--- src/rtl/hazard_pkg.sv ---
// Shared types and constants for the ID-stage hazard unit: FSM states, scoreboard entry and stage indices.
package hazard_pkg;

    localparam int unsigned RSIZE_MAX = 8;

    localparam int unsigned STG_EX  = 1;
    localparam int unsigned STG_MEM = 2;
    localparam int unsigned STG_WB  = 3;

    typedef enum logic [0:0] {
        ST_RUN   = 1'b0,
        ST_FLUSH = 1'b1
    } hz_state_e;

    // rd is held zero-extended to RSIZE_MAX so one entry type serves any RSIZE up to that limit
    typedef struct packed {
        logic                 vld;
        logic [RSIZE_MAX-1:0] rd;
        logic                 wen;
        logic                 ld;
    } sb_entry_t;

    function automatic sb_entry_t sb_bubble();
        sb_entry_t e;
        e = '0;
        return e;
    endfunction

endpackage

--- src/rtl/hazard_unit_sat_counter.sv ---
// Saturating up-counter with synchronous active-high reset; holds at all-ones.
module sat_counter #(
    parameter int unsigned CNT_W = 16
) (
    input  logic             clk,
    input  logic             rst,
    input  logic             inc,
    output logic [CNT_W-1:0] q
);

    logic [CNT_W-1:0] q_q;
    logic [CNT_W-1:0] q_d;

    always_comb begin
        q_d = q_q;
        if (inc && (q_q != '1)) begin
            q_d = q_q + CNT_W'(1);
        end
    end

    always_ff @(posedge clk) begin
        if (rst) begin
            q_q <= '0;
        end else begin
            q_q <= q_d;
        end
    end

    assign q = q_q;

endmodule

--- src/rtl/hazard_unit.sv ---
// ID-stage hazard unit: scoreboard of in-flight destinations, one-hot bypass selects,
// load-use stall, timed branch flush and saturating stall/flush event counters.
module hazard_unit
    import hazard_pkg::*;
#(
    parameter int unsigned RSIZE     = 4,
    parameter int unsigned NSTAGE    = STG_WB,
    parameter int unsigned LOAD_LAT  = STG_MEM,
    parameter int unsigned FLUSH_CYC = 2,
    parameter int unsigned ZERO_REG  = 1,
    parameter int unsigned CNT_W     = 16
) (
    input  logic              clk,
    input  logic              rst,
    input  logic              id_valid,
    input  logic [RSIZE-1:0]  id_rs,
    input  logic [RSIZE-1:0]  id_rt,
    input  logic              id_rs_used,
    input  logic              id_rt_used,
    input  logic [RSIZE-1:0]  id_rd,
    input  logic              id_wen,
    input  logic              id_is_load,
    input  logic              br_taken,
    input  logic              mem_stall,
    output logic [NSTAGE-1:0] fwd_rs,
    output logic [NSTAGE-1:0] fwd_rt,
    output logic              stall,
    output logic              flush,
    output logic [CNT_W-1:0]  stall_cnt,
    output logic [CNT_W-1:0]  flush_cnt
);

    localparam int unsigned FC_W = $clog2(FLUSH_CYC + 1);
    localparam logic [FC_W-1:0] FC_RELOAD = FC_W'(FLUSH_CYC - 1);

    sb_entry_t [NSTAGE:1] sb_q;
    sb_entry_t [NSTAGE:1] sb_d;

    hz_state_e       state_q;
    hz_state_e       state_d;
    logic [FC_W-1:0] fc_q;
    logic [FC_W-1:0] fc_d;

    logic [NSTAGE-1:0] match_rs, match_rt;
    logic [NSTAGE-1:0] younger_rs, younger_rt;
    logic [NSTAGE-1:0] sel_rs, sel_rt;
    logic [NSTAGE-1:0] haz_rs, haz_rt;

    logic zero_rs;
    logic zero_rt;
    logic hazard;
    logic issue;
    logic stall_inc;

    assign zero_rs = (ZERO_REG != 0) && (id_rs == '0);
    assign zero_rt = (ZERO_REG != 0) && (id_rt == '0);

    // Per-stage match; a stage is selected only if no younger (lower-index) stage matched
    for (genvar g = 0; g < NSTAGE; g++) begin : g_stage
        localparam int unsigned K = STG_EX + g;
        localparam logic LOAD_EARLY = (K < LOAD_LAT);
        sb_entry_t ent;

        assign ent = sb_q[K];

        assign match_rs[g] = ent.vld & ent.wen & id_rs_used & ~zero_rs
                           & (ent.rd == RSIZE_MAX'(id_rs));
        assign match_rt[g] = ent.vld & ent.wen & id_rt_used & ~zero_rt
                           & (ent.rd == RSIZE_MAX'(id_rt));

        if (g == 0) begin : g_first
            assign younger_rs[g] = 1'b0;
            assign younger_rt[g] = 1'b0;
        end else begin : g_rest
            assign younger_rs[g] = younger_rs[g-1] | match_rs[g-1];
            assign younger_rt[g] = younger_rt[g-1] | match_rt[g-1];
        end

        assign sel_rs[g] = match_rs[g] & ~younger_rs[g];
        assign sel_rt[g] = match_rt[g] & ~younger_rt[g];
        assign haz_rs[g] = sel_rs[g] & ent.ld & LOAD_EARLY;
        assign haz_rt[g] = sel_rt[g] & ent.ld & LOAD_EARLY;
    end

    // A load result not yet available kills that source's bypass
    assign fwd_rs = (|haz_rs) ? '0 : sel_rs;
    assign fwd_rt = (|haz_rt) ? '0 : sel_rt;

    assign hazard    = (|haz_rs) | (|haz_rt);
    assign flush     = br_taken | (state_q == ST_FLUSH);
    assign stall     = hazard & id_valid & ~flush;
    assign issue     = id_valid & ~stall & ~flush & ~mem_stall;
    assign stall_inc = stall & ~mem_stall;

    // Scoreboard advance: shift toward older stages, new entry or bubble into stage 1
    always_comb begin
        sb_d = sb_q;
        if (!mem_stall) begin
            for (int k = int'(NSTAGE); k >= 2; k--) begin
                sb_d[k] = sb_q[k-1];
            end
            if (issue) begin
                sb_d[1] = '{vld: 1'b1, rd: RSIZE_MAX'(id_rd), wen: id_wen, ld: id_is_load};
            end else begin
                sb_d[1] = sb_bubble();
            end
        end
    end

    // Flush sequencer; a branch seen under mem_stall still (re)arms it so no flush cycle is lost
    always_comb begin
        state_d = state_q;
        fc_d    = fc_q;
        unique case (state_q)
            ST_RUN: begin
                if (br_taken && (FLUSH_CYC > 1)) begin
                    state_d = ST_FLUSH;
                    fc_d    = FC_RELOAD;
                end
            end
            ST_FLUSH: begin
                if (br_taken) begin
                    fc_d = FC_RELOAD;
                end else if (!mem_stall) begin
                    if (fc_q == FC_W'(1)) begin
                        state_d = ST_RUN;
                        fc_d    = '0;
                    end else begin
                        fc_d = fc_q - FC_W'(1);
                    end
                end
            end
            default: begin
                state_d = ST_RUN;
                fc_d    = '0;
            end
        endcase
    end

    always_ff @(posedge clk) begin
        if (rst) begin
            sb_q    <= '0;
            state_q <= ST_RUN;
            fc_q    <= '0;
        end else begin
            sb_q    <= sb_d;
            state_q <= state_d;
            fc_q    <= fc_d;
        end
    end

    sat_counter #(.CNT_W(CNT_W)) u_stall_cnt (
        .clk (clk),
        .rst (rst),
        .inc (stall_inc),
        .q   (stall_cnt)
    );

    sat_counter #(.CNT_W(CNT_W)) u_flush_cnt (
        .clk (clk),
        .rst (rst),
        .inc (br_taken),
        .q   (flush_cnt)
    );

endmodule

--- config.mk ---
export PLATFORM = sky130hd
export DESIGN_NAME = hazard_unit
export DESIGN_NICKNAME = d
export VERILOG_FILES = /design/src/rtl/hazard_pkg.sv /design/src/rtl/hazard_unit_sat_counter.sv /design/src/rtl/hazard_unit.sv
export SDC_FILE = /design/constraint.sdc
export NUM_CORES = 1
export LEC_CHECK = 0
export BUFFER_PORTS_ARGS = -buffer_cell sky130_fd_sc_hd__buf_2
export CELL_PAD_IN_SITES_DETAIL_PLACEMENT = 1
export CELL_PAD_IN_SITES_GLOBAL_PLACEMENT = 2
export CORE_ASPECT_RATIO = 1.75
export CORE_MARGIN = 5
export CORE_UTILIZATION = 34
export CTS_CLUSTER_DIAMETER = 50
export CTS_CLUSTER_SIZE = 12
export DETAILED_ROUTE_END_ITERATION = 8
export GPL_ROUTABILITY_DRIVEN = 0
export PLACE_DENSITY_LB_ADDON = 0.1
export SETUP_SLACK_MARGIN = 0.4
export SLEW_MARGIN = 0
export SYNTH_ARGS = -nofsm -noshare
export SYNTH_HDL_FRONTEND = slang
export SYNTH_SLANG_ARGS = --single-unit
export TNS_END_PERCENT = 100
--- constraint.sdc ---
create_clock -name clk -period 5.63 [get_ports clk]
set_input_delay 0.563 -clock clk [delete_from_list [all_inputs] [get_ports clk]]
set_output_delay 0.563 -clock clk [all_outputs]
set_load 0.02 [all_outputs]
==> results of run 1 <==
[where the power goes]
group	switching, uW	total, uW	internal (uW)
clock network	142	352	210
registers	5.22	391	386
logic	32.7	53.4	20.7
[sequential cells by signal, summed over array words and instances (netlist names)]
name           count
fc_q               2
g_stage.ent       19
state_q            1
u_flush_cnt.q     16
u_stall_cnt.q     16
[final cells by class]
| cell class | count | area, um2 |
|---|---|---|
| fill | 929 | 4410 |
| multi-input combinational | 231 | 1520 |
| clock buffer | 6 | 129 |
| tap | 88 | 110 |
| timing repair buffer | 60 | 300 |
| clock inverter | 2 | 37.5 |
| inverter | 7 | 26.3 |
| sequential | 54 | 1080 |
[worst paths after layout]
kind / end / from
max reg2reg: u_stall_cnt.q[14]$_SDFFE_PP0P_ / u_stall_cnt.q[0]$_SDFFE_PP0P_
max: fwd_rs[2] / id_rs[0]
min reg2reg: u_stall_cnt.q[9]$_SDFFE_PP0P_ / u_stall_cnt.q[9]$_SDFFE_PP0P_
min: g_stage[0].ent[2]$_SDFFE_PP0N_ / id_rd[0]
[per-stage QoR]
step                hold slack [ns]  area (um2)  worst slack [ns]  power, uW
finish                        0.481        3210              3.00        797
global route                  0.491        3210              2.86        827
detailed placement            0.489        3040              2.98        454
global placement              0.480        3040              3.02        454
floorplan                     0.471        2670              3.12        433
CTS                           0.473        3210              2.97        811
[logic make-up after synthesis]
group	Yosys count	synth area share (%)
and+or+nand+nor	127	25.5
DFF	54	40.5
AOI/OAI and AO/OA	51	13.0
adders and majority gates	3	1.41
xor gates and xnor gates	36	11.8
muxes	14	5.30
buffers and inverters	17	2.39
[critical path, cell delays in order]
cell	delay, ns
buf_2	0.14
o41a_1	0.46
nand4_1	0.15
nor4_4	0.08
nor4_1	0.43
buf_2	0.24
[per-layer routing]
| layer | vias to the layer above | track usage, % | share of wire (%) |
|---|---|---|---|
| li1 | 1189 | - | - |
| met1 | 1183 | 16.3 | 41 |
| met2 | 50 | 27.4 | 53 |
| met3 | 16 | 2.82 | 3.2 |
| met4 | 0 | 6.28 | 2.9 |
| met5 | - | 0 | 0 |
[cells in the final DEF, fill, tap and decap left out, drive strengths merged, types with 13 or more instances in the layout]
cell   netlist  layout
buf          2      60
mux2i       13      13
or3         13      13
dfxtp       54      54
xnor2       17      17
nand4       13      13
o21ai       14      14
xor2        19      19
nand2       17      17
a21oi       19      19
nor2        37      37
nand3       14      14
==> impl_results.md, run 1 <==
* Pins over their slew limit at 0
* FFs w/ async S/R, synth at 0%
* Crit-path max FO at 7
* # hold bufs at CTS at 0
* Max_slew headroom at 34.1%
* Antenna cells at 0
* Final setup vio count at 0
* Post-Layout Cell Count at 448
* Synth Warn # at 0
* Layout area overhead at 20.2%
* Critical path capture point type: primary output
* Max Buffers Root-to-Sink at 2
* RSZ-0062 raised after global routing: false
* Worst-path clk slew at 0.07 ns
* Hold Vio Cnt, Final at 0
* Kind of critical path: in -> out
* Startpoint Class: primary input
* Max-cap violation count at 0
* Yosys cell types at 40
* Post-synth top area share at 40.5%
* Top_reg_cell synth: dfxtp_1
* Core Util, Final at 42.1%
* F_max at 380 MHz
* Worst Path Required at 5.07 ns
* Vias at 2,438
* Initial Util at 35.0%
* Fin nets at 383
* Total grt overflow at 0
* DRC violations left at 0
* Die area at 0.00979 mm2
* Worst reg2reg setup slack at 3.28 ns
* # Post-CTS Setup Buffers at 0
* Static leakage at 0.00130 uW
* Worst Clk Skew at 0.00327 ns
* Top cells by area, synth: dfxtp_1 (41%), xor2_1 (6.2%), xnor2_1 (5.6%), nor2_1 (5.2%), mux2i_1 (4.9%)
* Peak VDD IR at 150 uV
* Port bufs at 60
* Vias in the first global route at 2,395
* Worst-Margin Slew at 0.989 ns
* Cell area after synthesis at 0.00267 mm2
* Yosys top cell by area: dfxtp_1
* Die X at 77.0 um
* Drt wl/cell at 16.4 um
* Layout cell share with drive strength beyond 1 at 20.6%
* Cts repair resizes at 0
* Drt total wl at 7360 um
* Root Driver: clkbuf_16
* Top post-synthesis cells by count: dfxtp_1 (54), nor2_1 (37), a21oi_1 (19), xor2_1 (19)
* Largest net degree at the start of global routing at 51
* Cell depth of the worst flop-to-flop path at 7
* Sink Count at 54
* Detail Route Antenna Nets at 0
* Row cnt at 42
* H-Tree Level Count at 2
* Detailed Route Iter0 Violations at 85
* Post-route minimum period at 2.63 ns
* Hold path depth at 2
* Avg Vias per Cell at 5.44
* Outcome: complete, no violations
* First-pass GRT wire length at 11,700 um
* Syn Inst Count at 302
* Antenna violations before repair at 0
* Pwr/cell area at 249 mW/mm2
* DP HPWL at 5560 um
* TritonCTS buffer count at 5
* Core Area at 0.00762 mm2
* Total track usage at 14.9%
* First-pass DRT Iterations at 4
* Min-delay worst type: in -> reg
* EDFF count, synth at 0
* TNS Setup at 0 ns
* Crit path DAT at 2.07 ns
* Top-count cell post-synth: dfxtp_1
* Seq/Total Area, Yosys at 40.5%
* CTS tree: yes
* Die Y at 127 um
* Clock latency on the worst-skew pair at 0.29 ns
* Yosys reg bits at 54
* Final cycle utilization of the critical path at 46.8%
* Mean area per synthesized cell at 8.83 um2
* Net Count, Synth at 326
* DP Cell Count at 440
* Ports at 61
Power figures use the tool's default switching activity.
==> run 2, diff against run 1 <==
--- a/config.mk
+++ b/config.mk
@@ -5,12 +5,13 @@
 export SDC_FILE = /design/constraint.sdc
 export NUM_CORES = 1
 export LEC_CHECK = 0
+export ABC_AREA = 1
 export BUFFER_PORTS_ARGS = -buffer_cell sky130_fd_sc_hd__buf_2
 export CELL_PAD_IN_SITES_DETAIL_PLACEMENT = 1
 export CELL_PAD_IN_SITES_GLOBAL_PLACEMENT = 2
 export CORE_ASPECT_RATIO = 1.75
 export CORE_MARGIN = 5
-export CORE_UTILIZATION = 34
+export CORE_UTILIZATION = 30
 export CTS_CLUSTER_DIAMETER = 50
 export CTS_CLUSTER_SIZE = 12
 export DETAILED_ROUTE_END_ITERATION = 8
==> constraint.sdc (replaced) <==
create_clock -name clk -period 2.5 [get_ports clk]
set_input_delay 0.25 -clock clk [delete_from_list [all_inputs] [get_ports clk]]
set_output_delay 0.25 -clock clk [all_outputs]
set_load 0.02 [all_outputs]
==> impl_results.md, run 2 <==
* Outcome: complete, no violations
* Layout cell share with drive strength beyond 1 at 21.2% (+0.66 points)
* Crit-path max FO at 6 (-1)
* Kind of critical path: reg -> out
* Antenna violations before repair at 0 (unchanged)
* Final cycle utilization of the critical path at 79.9%
* Layout area overhead at 21.2%
* Worst Hold End: g_stage[0].ent[4]$_SDFFE_PP0N_
* RSZ-0062 raised after global routing: false
* Hold Vio Cnt, Final at 0 (unchanged)
* Cell area after synthesis at 0.00302 mm2 (+13%)
* Peak VDD IR at 275 uV (+83%)
* Largest register FFs at 19 (unchanged)
* Multi-input gate area at 0.00169 mm2 (+11%)
* Core Area at 0.00985 mm2 (+29%)
* F_max at 501 MHz
* Top_reg_cell synth: dfxtp_1
* Drt wl/cell at 14.9 um (-9.0%)
* Yosys top cell by area: dfxtp_1
* Share of power burned in registers at 45.4% (-3.7 points)
* Die area at 0.0122 mm2 (+25%)
* P_sw at 464 uW (+160%)
* Synth Warn # at 0 (unchanged)
* Clock latency on the worst-skew pair at 0.30 ns (about the same)
* Die X at 85.8 um (+11%)
* Worst r2r src: u_flush_cnt.q[1]$_SDFFE_PP0P_
* Die Y at 143 um (+12%)
* Avg Vias per Cell at 4.88 (-10%)
* Yosys reg bits at 54 (unchanged)
* Total track usage at 15.9% (+1.1 points)
* Pins over their slew limit at 0 (unchanged)
* Post-route minimum period at 2.00 ns
* Sink Count at 54 (unchanged)
* Yosys cell types at 41 (+2.5%)
* Fill cell count at 1,306 (+41%)
* Core Util, Final at 37.1% (-5.0 points)
* Max Buffers Root-to-Sink at 2 (unchanged)
* Post-Layout Cell Count at 634 (+42%)
* Commonest non-fill, non-tap cells in the layout: nand2_1 (100), nor2_1 (63), buf_2 (60), dfxtp_1 (54), inv_1 (51)
* Max_slew headroom at 66.5% (+32 points)
* Cell depth of the worst flop-to-flop path at 9 (+2)
* Largest net degree at the start of global routing at 33 (-35%)
* Pwr/cell area at 541 mW/mm2 (+120%)
* Initial Util at 30.6% (-4.4 points)
* TritonCTS buffer count at 5 (unchanged)
* Fin nets at 532 (+39%)
* Pint at 1510 uW (+140%)
* Static leakage at 0.00156 uW (+20%)
* Seq/Total Area, Yosys at 35.9% (-4.7 points)
* Share of power burned in the clock network at 46.3% (+2.1 points)
* Worst reg2reg setup slack at 0.68 ns (-2.60 ns)
* Worst Path Required at 2.25 ns (-2.82 ns)
* Detailed Route Iter0 Violations at 91 (+7.1%)
* Worst-path clk slew at 0.07 ns (about the same)
* Root Driver: clkbuf_16
* Total power at 1970 uW (+150%)
* Vias at 3,097 (+27%)
* Critical R2R Capture: u_flush_cnt.q[5]$_SDFFE_PP0P_
* Ports at 61 (unchanged)
* Hold_sp: id_rd[2]
* Most common cell after layout, fill and taps aside: nand2_1
* TNS Setup at 0 ns (unchanged)
* Final setup vio count at 0 (unchanged)
* Detail Route Antenna Nets at 0 (unchanged)
* Row cnt at 48 (+14%)
* DP HPWL at 7640 um (+38%)
* Gate power share at 8.3% (+1.6 points)
* Startpoint Class: flop
* Placed cell area at 0.00345 mm2 (+14%)
* FFs w/ async S/R, synth at 0% (unchanged)
* Vias in the first global route at 3,250 (+36%)
* Min-delay worst type: in -> reg
* First-pass DRT Iterations at 4 (unchanged)
* CTS tree: yes
* Seq. cell area at 0.00108 mm2 (unchanged)
* EDFF count, synth at 0 (unchanged)
* Top cells by area, synth: dfxtp_1 (36%), nand2_1 (13%), nor2_1 (8.0%), inv_1 (6.3%), a21oi_1 (6.0%)
* Top post-synthesis cells by count: nand2_1 (101), nor2_1 (64), dfxtp_1 (54), inv_1 (51), a21oi_1 (36)
* Syn Inst Count at 447 (+48%)
* Drt total wl at 9480 um (+29%)
* Max-cap violation count at 0 (unchanged)
* First-pass GRT wire length at 15,500 um (+32%)
* Worst-Margin Slew at 0.498 ns (-0.491 ns)
* Worst Clk Skew at 0.00865 ns (+0.00538 ns)
* H-Tree Level Count at 2 (unchanged)
* Crit path DAT at 1.75 ns (-0.32 ns)
* Top-count cell post-synth: nand2_1
* Mean area per synthesized cell at 6.75 um2 (-24%)
* DP Cell Count at 626 (+42%)
* Hold path depth at 3 (+1)
* Sw frac at 23.5% (+0.91 points)
* Port bufs at 60 (unchanged)
* DRC violations left at 0 (unchanged)
* Critical path capture point type: primary output
* Final Cell Area at 0.00365 mm2 (+14%)
* Post-synth top area share at 35.9% (-4.7 points)
* Net Count, Synth at 471 (+44%)
* Antenna cells at 0 (unchanged)
* Total grt overflow at 0 (unchanged)
-- run 2: changes by cell type after synthesis, moves of 14 or more --
cell | previous run | this run
nand2_1 | 17 | 101
inv_1 | 7 | 51
nor2_1 | 37 | 64
a21oi_1 | 19 | 36
o21ai_0 | 9 | 26
xor2_1 | 19 | 5
-- run 2: cell families (layout without fill, tap and decap cells) --
logic type                 after synthesis  after routing  synth area share [%]
DFF                                     54             54                  35.9
and+or+nand+nor                        238            238                  37.5
xor gates and xnor gates                11             11                  3.19
buffers and inverters                   65            127                  8.30
adders and majority gates                3              3                  1.24
AOI/OAI and AO/OA                       76             76                  13.9
-- run 2: area by class of cell --
class / count / share of cell area (%)
well taps: 125 / 4.28
multi-input cells: 328 / 46.2
inverters: 56 / 5.75
flip-flops and latches: 54 / 29.6
clock buffers: 5 / 3.42
repair buffers: 63 / 8.84
clock inverters: 3 / 1.88
-- run 2: worst max-delay path by stage --
stage                                               from                              to  slack, ns
after global routing      g_stage[1].ent[4]$_SDFFE_PP0N_                       fwd_rs[2]       0.41
after CTS                 g_stage[0].ent[1]$_SDFFE_PP0N_                           stall       0.44
after floorplan            u_stall_cnt.q[1]$_SDFFE_PP0P_   u_stall_cnt.q[1]$_SDFFE_PP0P_       0.80
after detailed placement   u_flush_cnt.q[0]$_SDFFE_PP0P_  u_flush_cnt.q[10]$_SDFFE_PP0P_       0.65
after global placement     u_flush_cnt.q[0]$_SDFFE_PP0P_  u_flush_cnt.q[10]$_SDFFE_PP0P_       0.67
final                     g_stage[1].ent[4]$_SDFFE_PP0N_                       fwd_rs[2]       0.50
-- run 2: timing repair --
item / 4_1_cts / 5_1_grt
resized for setup: 0 / 2
endpoints found under the setup margin: 0 / 3
buffers inserted: 0 / 0
hold buffers: 0 / 0
-- run 2: power groups by stage --
| stage | clock [uW] | sequential [uW] | combinational, uW |
|---|---|---|---|
| final | 914 | 897 | 165 |
| after global routing | 973 | 900 | 187 |
| after CTS | 946 | 897 | 169 |
| after detailed placement | 0 | 917 | 168 |
| after global placement | 0 | 916 | 166 |
| after floorplan | 0 | 915 | 99.2 |
-- run 2: worst max-delay path: stages, from the launching register on --
cell and delay, ns:
dfxtp_1 0.36, or2_2 0.30, nand4_1 0.12, nor3_1 0.08, nand3_1 0.09, nand2_1 0.06
nor3_1 0.22, buf_2 0.21
-- run 2: stage by stage --
step                      hold slack (ns)  setup WS [ns]
final                               0.217          0.503
after global routing                0.223          0.406
after CTS                           0.213          0.436
after detailed placement            0.472          0.647
after global placement              0.467          0.667
after floorplan                     0.319          0.798
-- run 2: per-layer routing --
metal  share of wire, %  routed length [um]  track usage (%)  up-vias
met4                2.2                 209             5.67        0
met2                 57                5400             32.5       51
met5                  0                   0                0        -
met3                3.2                 301             2.54       12
li1                   -                   -                -     1567
met1                 38                3570             15.5     1467
==> run 3, diff against run 2 <==
==> constraint.sdc (replaced) <==
create_clock -name clk -period 1.9 [get_ports clk]
set_input_delay 0.19 -clock clk [delete_from_list [all_inputs] [get_ports clk]]
set_output_delay 0.19 -clock clk [all_outputs]
set_load 0.02 [all_outputs]
==> impl_results.md, run 3 (synthesis results as in run 2) <==
* Clock latency on the worst-skew pair at 0.29 ns (about the same)
* Worst Path Required at 1.71 ns (-0.54 ns)
* Total power at 2520 uW (+28%)
* Pins over their slew limit at 0 (unchanged)
* Multi-input gate area at 0.00211 mm2 (+25%)
* Detail Route Antenna Nets at 0 (unchanged)
* TritonCTS buffer count at 5 (unchanged)
* Startpoint Class: flop
* Layout cell share with drive strength beyond 1 at 43.5% (+22 points)
* Max_slew headroom at 71.8% (+5.3 points)
* Total grt overflow at 0 (unchanged)
* Layer with the highest usage: met2
* Pwr/cell area at 557 mW/mm2 (+3.1%)
* Max-cap violation count at 0 (unchanged)
* Total track usage at 18.1% (+2.2 points)
* CP dominant cell by count: nand2_2
* Seq. cell area at 0.00114 mm2 (+5.7%)
* First-pass DRT Iterations at 4 (unchanged)
* Crit-path max cell delay at 0.38 ns (+0.02 ns)
* Die X at 85.8 um (unchanged)
* CTS tree: yes
* Min-delay worst type: in -> reg
* Vias at 3,333 (+7.6%)
* Most common cell after layout, fill and taps aside: nand2_1
* Worst path top cell family by delay: simple AND/OR/NAND/NOR gates
* Met1 usage at 17.6% (+2.1 points)
* Commonest non-fill, non-tap cells in the layout: nand2_1 (85), buf_2 (53), nor2_1 (52), inv_1 (42), buf_4 (36)
* Fill cell count at 1,266 (-3.1%)
* Detailed Route Iter0 Violations at 46 (-49%)
* Sink Count at 54 (unchanged)
* Slowest library cell on the worst path: dfxtp_4
* Vias in the first global route at 3,383 (+4.1%)
* Largest net degree at the start of global routing at 37 (+12%)
* Root Driver: clkbuf_16
* Row cnt at 48 (unchanged)
* Critical path capture point type: primary output
* Layout area overhead at 50.0%
* DRC violations left at 0 (unchanged)
* Met2 Track Usage GR at 37.2% (+4.6 points)
* DP Worst Slack at 0.103 ns (-0.544 ns)
* Post-Layout Cell Count at 677 (+6.8%)
* F_max at 562 MHz
* Kind of critical path: reg -> out
* Static leakage at 0.00184 uW (+18%)
* DP HPWL at 8120 um (+6.2%)
* Worst-Margin Slew at 0.421 ns (-0.0769 ns)
* Ports at 61 (unchanged)
* Avg Vias per Cell at 4.92 (+0.78%)
* Final cycle utilization of the critical path at 93.6%
* Core Area at 0.00985 mm2 (unchanged)
* Die area at 0.0122 mm2 (unchanged)
* Buf/Inv on CP at 3 (+2)
* Fin nets at 575 (+8.1%)
* Max Buffers Root-to-Sink at 2 (unchanged)
* Crit-path max FO at 4 (-2)
* DP Cell Count at 632 (+0.96%)
* Port bufs at 60 (unchanged)
* Antenna cells at 0 (unchanged)
* Worst Clk Skew at 0.00406 ns (-0.00459 ns)
* First-pass GRT wire length at 17,300 um (+12%)
* Grt met3 use at 2.02% (-0.52 points)
* Drt total wl at 11,000 um (+16%)
* RSZ-0062 raised after global routing: true
* Antenna violations before repair at 0 (unchanged)
* Die Y at 143 um (unchanged)
* Crit path DAT at 1.59 ns (-0.16 ns)
* Peak VDD IR at 424 uV (+54%)
* Outcome: complete, no violations
* Worst-path clk slew at 0.07 ns (about the same)
* Largest register FFs at 19 (unchanged)
* Critical path, cell by cell: buf_6 -> nand2_2 -> nand2_2 -> nand2_2 -> nor2_4 -> nand2_4 -> buf_4 -> nand2_4 -> nor3_2 -> buf_4
* TNS Setup at 0 ns (unchanged)
* Drt wl/cell at 16.3 um (+8.8%)
* Final setup vio count at 0 (unchanged)
* H-Tree Level Count at 2 (unchanged)
* Hold Vio Cnt, Final at 0 (unchanged)
* PnR worst setup slack at 0.122 ns (-0.382 ns)
* Initial Util at 30.6% (unchanged)
* Post-route minimum period at 1.78 ns
==> run 3: through the flow <==
stage	instance area (um2)	hold slack, ns	utilization (%)
6_report	4520	0.146	45.9
5_1_grt	4520	0.150	45.9
4_1_cts	4230	0.143	43.0
3_5_place_dp	3570	0.471	36.3
3_3_place_gp	3570	0.466	36.3
2_1_floorplan	3070	0.259	-
==> run 3: worst register-to-register path: cells and delay by family (launching register included) <==
kind,cells,cell delay (ns)
AND/OR/NAND/NOR,9,0.84
buffers and inverters,3,0.38
flip-flops,1,0.38
AO/OA/AOI/OAI,1,0.11
==> run 3: area by class of cell <==
class	instances	area share (%)
Timing Repair Buffer	105	16.2
Inverter	56	4.76
Clock buffer	5	2.77
Tap cell	125	3.46
Sequential cell	54	25.2
Clock inverter	3	0.996
Multi-Input combinational cell	329	46.6
==> run 3: worst paths after layout <==
check / startpoint / end / slack [ns] / cells past startpoint
min reg2reg: g_stage[0].ent[4]$_SDFFE_PP0N_ / g_stage[0].ent[4]$_SDFFE_PP0N_ / 0.49 / 2
min: id_wen / g_stage[0].ent[1]$_SDFFE_PP0N_ / 0.15 / 3
max: g_stage[0].ent[3]$_SDFFE_PP0N_ / fwd_rs[2] / 0.12 / 10
max reg2reg: g_stage[0].ent[3]$_SDFFE_PP0N_ / u_stall_cnt.q[7]$_SDFFE_PP0P_ / 0.14 / 13
==> run 3: power by group <==
group	switching [uW]	internal, uW	leakage (uW)
Sequential	25.1	1150	0.000454
Combinational	180	109	0.00131
Clock	439	622	0.0000760
==> run 3: layer usage <==
metal | routed length, um | vias up
met3 | 253 | 20
met2 | 6400 | 65
li1 | - | 1662
met4 | 406 | 0
met1 | 3950 | 1586
met5 | 0 | -
==> run 3: repair_timing <==
item                       in CTS  in global routing
hold buffers                    0                  0
pin swaps                      26                 27
setup endpoints to repair      45                 40
cloned                          1                  0
gates resized for setup        79                 68
setup buffers                  29                  7
